--- src/rtl/uart_cmd_responder.sv ---
// Host command responder: parses 'W'/'R' frames from the UART byte stream,
// runs one 32-bit memory-bus transaction per frame and returns the response bytes.
module uart_cmd_responder #(
  parameter int unsigned TIMEOUT_CYCLES = 52080
) (
  input  logic        clk,
  input  logic        rstn,
  input  logic [7:0]  rx_data,
  input  logic        rx_ready,
  output logic [7:0]  tx_data,
  output logic        tx_req,
  input  logic        tx_busy,
  output logic        mem_req,
  output logic        mem_we,
  output logic [31:0] mem_addr,
  output logic [31:0] mem_wdata,
  input  logic [31:0] mem_rdata,
  input  logic        mem_ack,
  output logic        busy,
  output logic        rx_drop,
  output logic        frame_abort
);

  localparam int unsigned    TW       = $clog2(TIMEOUT_CYCLES + 1);
  localparam logic [TW-1:0]  TMO_MAX  = TW'(TIMEOUT_CYCLES);
  localparam logic [7:0]     OP_WRITE = 8'h57;
  localparam logic [7:0]     OP_READ  = 8'h52;
  localparam logic [7:0]     RESP_ACK = 8'h4B;
  localparam logic [7:0]     RESP_UNK = 8'h3F;

  typedef enum logic [2:0] {
    S_IDLE,
    S_ADDR,
    S_DATA,
    S_BUS,
    S_RESP,
    S_TX_WAIT
  } state_e;

  state_e        state_q, state_d;
  logic [2:0]    cnt_q, cnt_d;
  logic [TW-1:0] tmo_q, tmo_d;
  logic          we_q, we_d;
  logic [31:0]   addr_q, addr_d;
  logic [31:0]   wdata_q, wdata_d;
  logic [31:0]   shift_q, shift_d;
  logic [7:0]    tx_data_q, tx_data_d;
  logic          multi_q, multi_d;
  logic          first_q, first_d;

  always_ff @(posedge clk or negedge rstn) begin
    if (!rstn) begin
      state_q   <= S_IDLE;
      cnt_q     <= '0;
      tmo_q     <= '0;
      we_q      <= 1'b0;
      addr_q    <= '0;
      wdata_q   <= '0;
      shift_q   <= '0;
      tx_data_q <= '0;
      multi_q   <= 1'b0;
      first_q   <= 1'b0;
    end else begin
      state_q   <= state_d;
      cnt_q     <= cnt_d;
      tmo_q     <= tmo_d;
      we_q      <= we_d;
      addr_q    <= addr_d;
      wdata_q   <= wdata_d;
      shift_q   <= shift_d;
      tx_data_q <= tx_data_d;
      multi_q   <= multi_d;
      first_q   <= first_d;
    end
  end

  always_comb begin
    state_d     = state_q;
    cnt_d       = cnt_q;
    tmo_d       = '0;
    we_d        = we_q;
    addr_d      = addr_q;
    wdata_d     = wdata_q;
    shift_d     = shift_q;
    tx_data_d   = tx_data_q;
    multi_d     = multi_q;
    first_d     = 1'b0;
    rx_drop     = 1'b0;
    frame_abort = 1'b0;

    unique case (state_q)
      S_IDLE: begin
        if (rx_ready) begin
          cnt_d = '0;
          if (rx_data == OP_WRITE || rx_data == OP_READ) begin
            we_d    = (rx_data == OP_WRITE);
            state_d = S_ADDR;
          end else begin
            tx_data_d = RESP_UNK;
            multi_d   = 1'b0;
            state_d   = S_RESP;
          end
        end
      end

      S_ADDR, S_DATA: begin
        // A byte arriving on the expiry cycle takes priority over the abort.
        if (rx_ready) begin
          if (state_q == S_ADDR) begin
            addr_d = {rx_data, addr_q[31:8]};
          end else begin
            wdata_d = {rx_data, wdata_q[31:8]};
          end
          if (cnt_q == 3'd3) begin
            cnt_d   = '0;
            state_d = (state_q == S_ADDR && we_q) ? S_DATA : S_BUS;
          end else begin
            cnt_d = cnt_q + 3'd1;
          end
        end else if (tmo_q == TMO_MAX) begin
          frame_abort = 1'b1;
          cnt_d       = '0;
          state_d     = S_IDLE;
        end else begin
          tmo_d = tmo_q + TW'(1);
        end
      end

      S_BUS: begin
        if (mem_ack) begin
          cnt_d     = '0;
          multi_d   = !we_q;
          tx_data_d = we_q ? RESP_ACK : mem_rdata[7:0];
          shift_d   = {8'h00, mem_rdata[31:8]};
          state_d   = S_RESP;
        end
      end

      S_RESP: begin
        cnt_d   = cnt_q + 3'd1;
        first_d = 1'b1;
        state_d = S_TX_WAIT;
      end

      S_TX_WAIT: begin
        // tx_busy only becomes meaningful one cycle after the request.
        if (!first_q && !tx_busy) begin
          if (multi_q && cnt_q != 3'd4) begin
            tx_data_d = shift_q[7:0];
            shift_d   = {8'h00, shift_q[31:8]};
            state_d   = S_RESP;
          end else begin
            cnt_d   = '0;
            state_d = S_IDLE;
          end
        end
      end

      default: state_d = S_IDLE;
    endcase

    if (rx_ready && (state_q == S_BUS || state_q == S_RESP || state_q == S_TX_WAIT)) begin
      rx_drop = 1'b1;
    end
  end

  assign mem_req   = (state_q == S_BUS);
  assign mem_we    = we_q;
  assign mem_addr  = addr_q;
  assign mem_wdata = wdata_q;
  assign tx_req    = (state_q == S_RESP);
  assign tx_data   = tx_data_q;
  assign busy      = (state_q != S_IDLE);

endmodule

--- config.mk ---
export PLATFORM = sky130hd
export DESIGN_NAME = uart_cmd_responder
export DESIGN_NICKNAME = d
export VERILOG_FILES = /design/src/rtl/uart_cmd_responder.sv
export SDC_FILE = /design/constraint.sdc
export NUM_CORES = 1
export LEC_CHECK = 0
export ABC_CLOCK_PERIOD_IN_PS = 2460
export CORE_UTILIZATION = 25
export DETAILED_ROUTE_END_ITERATION = 8
export GPL_ROUTABILITY_DRIVEN = 0
export GPL_TIMING_DRIVEN = 1
export MAX_ROUTING_LAYER = met4
export PLACE_DENSITY = 0.54
export SETUP_SLACK_MARGIN = 0.05
export SYNTH_ARGS = -nofsm -noshare
export SYNTH_HDL_FRONTEND = slang
export SYNTH_SLANG_ARGS = --single-unit
--- constraint.sdc ---
create_clock -name clk -period 2.46 [get_ports clk]
set_clock_uncertainty 0.05 [all_clocks]
set_input_delay 0.492 -clock clk [delete_from_list [all_inputs] [get_ports clk]]
set_output_delay 0.492 -clock clk [all_outputs]
set_load 0.05 [all_outputs]
==> results of run 1 <==
[report_power, final]
group          switching [mW]  leakage [nW]  internal (mW)
logic                    2.44          1.52           1.56
registers               0.443          1.59           2.56
clock network           0.917         0.312           1.86
total                    3.80          3.42           5.99
[flip-flops by register name (all words and copies together) (netlist names)]
name	flops
state_q	3
multi_q	1
mem_we	1
first_q	1
tx_data	8
cnt_q	3
mem_addr	32
tmo_q	16
mem_wdata	32
shift_q	24
[kinds of logic (layout without fill, tap and decap cells)]
family | Yosys count | count (layout)
buffers and inverters | 34 | 185
adders and majority gates | 6 | 6
xor gates and xnor gates | 15 | 15
AOI/OAI and AO/OA | 52 | 52
muxes | 90 | 90
and+or+nand+nor | 100 | 100
DFF | 121 | 121
[what timing repair did]
action                     CTS  global route
gates resized for setup      1             2
setup endpoints to repair    1             2
pin swaps                    0             0
[cells in the final DEF (no fill, tap or decap), types with 13 or more instances in the layout]
cell and count:
o21ai_0 20, clkdlybuf4s50_1 116, mux2_2 64, inv_1 13
nor2_1 27, nand2_1 32, clkbuf_16 17, buf_4 15
dfrtp_1 121, mux2i_1 19
[layer usage]
metal	global-route usage, %	up-vias	wire length (um)
li1	-	1749	-
met1	15.38	1826	5602
met2	18.87	108	5941
met3	5.031	12	860
met4	5.206	0	153
met5	-	-	0
[cell type report]
cell class	instances	area (um2)	area share [%]
clock buffers	19	452.9	5.947
repair buffers	138	1414	18.56
well taps	270	337.8	4.436
multi-input cells	263	2112	27.73
inverters	15	56.30	0.7393
flip-flops and latches	121	3028	39.76
clock inverters	13	215.2	2.826
[worst paths after layout]
| kind | from | to | slack (ns) |
|---|---|---|---|
| max reg2reg | state_q[2]$_DFFE_PN0P_ | shift_q[18]$_DFFE_PN0P_ | 0.32 |
| min reg2reg | shift_q[9]$_DFFE_PN0P_ | shift_q[9]$_DFFE_PN0P_ | 0.43 |
| min in group clk | shift_q[9]$_DFFE_PN0P_ | shift_q[9]$_DFFE_PN0P_ | 0.43 |
| max in group asynchronous | rstn | shift_q[18]$_DFFE_PN0P_ | 1.70 |
| min | rstn | tmo_q[6]$_DFF_PN0_ | 0.03 |
| max | mem_we$_DFFE_PN0P_ | mem_we | 0.14 |
==> impl_metrics.csv, run 1 <==
group,metric,value,unit
synthesis,ys_top_cells_by_count,"dfrtp_1 (121), mux2_2 (64), nand2_1 (33)",
grt,grt_max_degree,43,
die,die_w,147.4,um
grt,grtUsageTotal,12.72,%
die,start_util,25.80,%
placement,dp_slack,0.01994,ns
layout,num_antenna_cells,0,
synthesis,yosysWarnings,0,
timing,maxSlewViolCount,0,
worst_setup_path,r2r_cells,7,
die,die_h,147.4,um
synthesis,postSynth.asyncResetShare,100.0,%
pwr,leakagePower,3.424,nW
synthesis,synth_nets,469,
synthesis,syn_area_per_cell,12.65,um2
timing,fmax,0.4317,GHz
drt,first_pass_iters,5,
timing,worst_hold_slack,0.02680,ns
placement,place_area,6940,um2
synthesis,yosysMostFrequentCell,"dfrtp_1",
clock_network,clk_path_buf_depth,2,
worst_setup_path,critPathTopFamily,"buffers and inverters",
synthesis,synth_xor_area_share,2.485,%
synthesis,ys_types,49,
die,ios,123,
worst_setup_path,crit_type,"register to output pin",
drt,drcViolationCount,0,
synthesis,synth_seq_cells,121,
worst_setup_path,worstPathRequired,1.92,ns
grt,grt_pass1_vias,3919,
clock_network,cts_hold_buffers,0,
layout,finish.instance_area,7616,um2
pwr,power.total,9.789,mW
clock_network,cts_tree,"yes",
synthesis,synth-compound-area-share,7.004,%
clock_network,cts.sinks,121,
worst_setup_path,worstPathArrival,1.77,ns
grt,grt_pass1_wl,20730,um
timing,timing.final.ws_setup,0.1436,ns
timing,setup_viol,0,
placement,port_buffers,122,
synthesis,synth.area.top_cells,"dfrtp_1 (57%), mux2_2 (14%), mux2i_1 (3.6%)",
layout,nets,607,
worst_setup_path,worst-path-buf-inv,1,
placement,hpwlAfterDp,9160,um
flow_run,maxCapViolCount,0,
synthesis,yosys.area_share.simple,9.702,%
timing,timing.final.crit_share,94.16,%
synthesis,synthFlopType,"dfrtp_1",
worst_setup_path,worstPathMaxFanout,6,
layout,fin_cells,839,
worst_setup_path,cp_cell_sequence,"clkdlybuf4s50_1",
drt,ant_nets,0,
clock_network,htree_levels,4,
worst_setup_path,crit_cells,1,
synthesis,ys_seq_area_share,57.26,%
placement,place_inst,807,
clock_network,root_buffer,"clkbuf_16",
layout,area.growth.synth_to_final,44.04,%
worst_setup_path,cpMaxStageDelayCell,"clkdlybuf4s50_1",
die,rows,52,
timing,worst_pin_slew,0.5843,ns
pwr,p_per_area,1285,nW/um2
clock_network,clk_latency,0.41,ns
clock_network,path_clk_slew,0.05,ns
grt,antenna_found_initial,0,
worst_setup_path,crit_path_max_incr_delay,0.87,ns
timing,grt_setup_unrepaired,"true",
synthesis,yosys.area.top_type,"dfrtp_1",
timing,period_minus_slack,2.316,ns
grt,overflow,0,
drt,viasPerCell,4.404,
die,core_area,20490,um2
die,dieArea,21740,um2
worst_setup_path,crit_path_end_kind,"output pin",
min_path,hold_class,"input pin to asynchronous set/reset pin",
pwr,peakVddDrop,0.0007910,V
layout,fillCellCount,1994,
synthesis,synth_top_area_share,57.26,%
drt,drt_iter0_drc,127,
timing,hold_violations,0,
worst_setup_path,cp-start-kind,"register",
drt,avgRoutedWirePerCell,14.97,um
synthesis,synth_cells,418,
clock_network,cts_setup_buffers,0,
synthesis,synthMuxAreaShare,19.07,%
clock_network,cts_buffers,17,
synthesis,synth_top_family_by_area,"multiplexers",
drt,wl,12560,um
layout,drive_above_1_share,23.90,%
synthesis,yosys.area_share.adder,1.420,%
drt,vias,3695,
synthesis,netlist_area,5288,um2
timing,maxSlewHeadroom,60.92,%
status,outcome,"finished clean",
layout,fin_util,37.16,%
timing,setup-tns-final,0,ns
synthesis,synth_edf_count,0,
(Power assumes the default switching activity.)
==> run 2: changes to the inputs <==
- CAP_MARGIN: unset -> 20
- CORE_MARGIN: unset -> 4
- GPL_TIMING_DRIVEN: 1 -> unset
==> impl_metrics.csv, run 2 (synthesized netlist as in run 1, its figures left out) <==
group,metric,value,unit
worst_setup_path,crit_type,"register to output pin",
worst_setup_path,cp_cell_sequence,"clkdlybuf4s50_1",
clock_network,cts_buffers,17,
placement,place_area,6935,um2
layout,finish.instance_area,7579,um2
worst_setup_path,crit_path_max_incr_delay,0.88,ns
clock_network,cts_tree,"yes",
worst_setup_path,cpMaxStageDelayCell,"clkdlybuf4s50_1",
drt,viasPerCell,4.426,
clock_network,cts.sinks,121,
die,core_area,20490,um2
placement,hpwlAfterDp,9772,um
die,die_h,153.4,um
worst_setup_path,critPathTopFamily,"buffers and inverters",
layout,nets,609,
die,die_w,153.4,um
worst_setup_path,worstPathRequired,1.92,ns
clock_network,clk_path_buf_depth,2,
drt,wl_met2,6327,um
drt,wl,13360,um
worst_setup_path,cp-start-kind,"register",
grt,grt_pass1_wl,22390,um
die,ios,123,
clock_network,root_buffer,"clkbuf_16",
timing,fmax,0.4314,GHz
die,start_util,25.80,%
die,dieArea,23540,um2
timing,maxSlewHeadroom,62.74,%
grt,grt_max_degree,41,
layout,multiInputGateArea,2116,um2
timing,timing.final.crit_share,94.22,%
status,outcome,"finished clean",
clock_network,cts_setup_buffers,0,
layout,mostFrequentLayoutCells,"dfrtp_1 (119), clkdlybuf4s50_1 (116), mux2_2 (64)",
drt,met3_length,961,um
timing,setup_viol,0,
pwr,leakagePower,3.414,nW
worst_setup_path,regToRegSetupSlack,0.36,ns
timing,timing.final.ws_setup,0.1421,ns
placement,port_buffers,122,
drt,avgRoutedWirePerCell,15.88,um
worst_setup_path,crit_path_end_kind,"output pin",
worst_setup_path,worstPathMaxFanout,6,
layout,layout_commonest_cell,"dfrtp_1",
drt,vias,3722,
layout,num_antenna_cells,0,
drt,first_pass_iters,4,
grt,grtUsageTotal,12.27,%
drt,drcViolationCount,0,
placement,dp_slack,-0.03460,ns
worst_setup_path,worstPathArrival,1.78,ns
min_path,hold_class,"register to register",
pwr,power.total,9.625,mW
timing,maxSlewViolCount,0,
timing,worst_hold_slack,0.4283,ns
timing,setup-tns-final,0,ns
layout,fillCellCount,1986,
layout,drive_above_1_share,24.17,%
clock_network,path_clk_slew,0.06,ns
drt,routed.top_layer,"met4",
grt,overflow,0,
worst_setup_path,worst-path-buf-inv,1,
pwr,p_per_area,1270,nW/um2
flow_run,maxCapViolCount,0,
layout,area.growth.synth_to_final,43.33,%
timing,grt_setup_unrepaired,"false",
layout,regArea,3030,um2
clock_network,clk_latency,0.41,ns
grt,antenna_found_initial,0,
clock_network,htree_levels,4,
timing,worst_pin_slew,0.5571,ns
die,rows,52,
drt,drt_iter0_drc,133,
pwr,peakVddDrop,0.0008530,V
grt,grt_pass1_vias,4152,
drt,wl_met1,5865,um
timing,hold_violations,0,
drt,ant_nets,0,
timing,period_minus_slack,2.318,ns
==> run 2: cell count changes in the layout (fill, tap and decap cells not counted), sizes merged <==
cell / before / now
bufinv: 5 / 4
dlygate4sd3: 0 / 1
buf: 22 / 23
clkinv: 2 / 6
clkinvlp: 4 / 3
inv: 17 / 15
==> run 2: layout make-up <==
class / instances / area share [%]
flip-flops and latches: 121 / 39.99
clock inverters: 13 / 2.328
clock buffers: 19 / 5.844
well taps: 270 / 4.458
multi-input cells: 263 / 27.92
inverters: 15 / 0.7429
repair buffers: 140 / 18.72
==> run 2: repair_timing <==
item / CTS / global route
endpoints found under the hold margin: 32 / 0
setup endpoints to repair: 1 / 2
gates resized for setup: 1 / 4
hold buffers: 1 / 0
==> run 2: report_power, final <==
group	internal (mW)	switching, mW	leakage (nW)
clock network	1.71	0.894	0.299
registers	2.57	0.444	1.59
logic	1.56	2.45	1.53
total	5.84	3.78	3.41
==> run 2: worst paths after layout <==
kind / start / endpoint / cells after the start
setup / recovery: mem_we$_DFFE_PN0P_ / mem_we / 1
hold reg to reg: shift_q[15]$_DFFE_PN0P_ / shift_q[15]$_DFFE_PN0P_ / 2
hold / removal: shift_q[15]$_DFFE_PN0P_ / shift_q[15]$_DFFE_PN0P_ / 2
setup reg to reg: state_q[2]$_DFFE_PN0P_ / shift_q[17]$_DFFE_PN0P_ / 7
min in group asynchronous: rstn / tmo_q[2]$_DFF_PN0_ / 2
max in group asynchronous: rstn / state_q[2]$_DFFE_PN0P_ / 3
==> run 2: metrics by stage <==
step	instances	utilization, %
floorplan	418	-
finish	841	36.98
global route	841	36.98
CTS	841	36.92
detailed placement	808	33.84
global placement	808	33.84
==> run 2: layer usage <==
metal  up-vias  track usage (%)
li1       1755                -
met1      1852            14.97
met2        98            18.59
met3        17            4.778
met4         0            4.373
met5         -                -
==> run 3: changes to the inputs <==
- CTS_CLUSTER_DIAMETER: unset -> 30
==> results of run 3 <==
No change in the layout: final DEF, timing and power equal those of run 2.
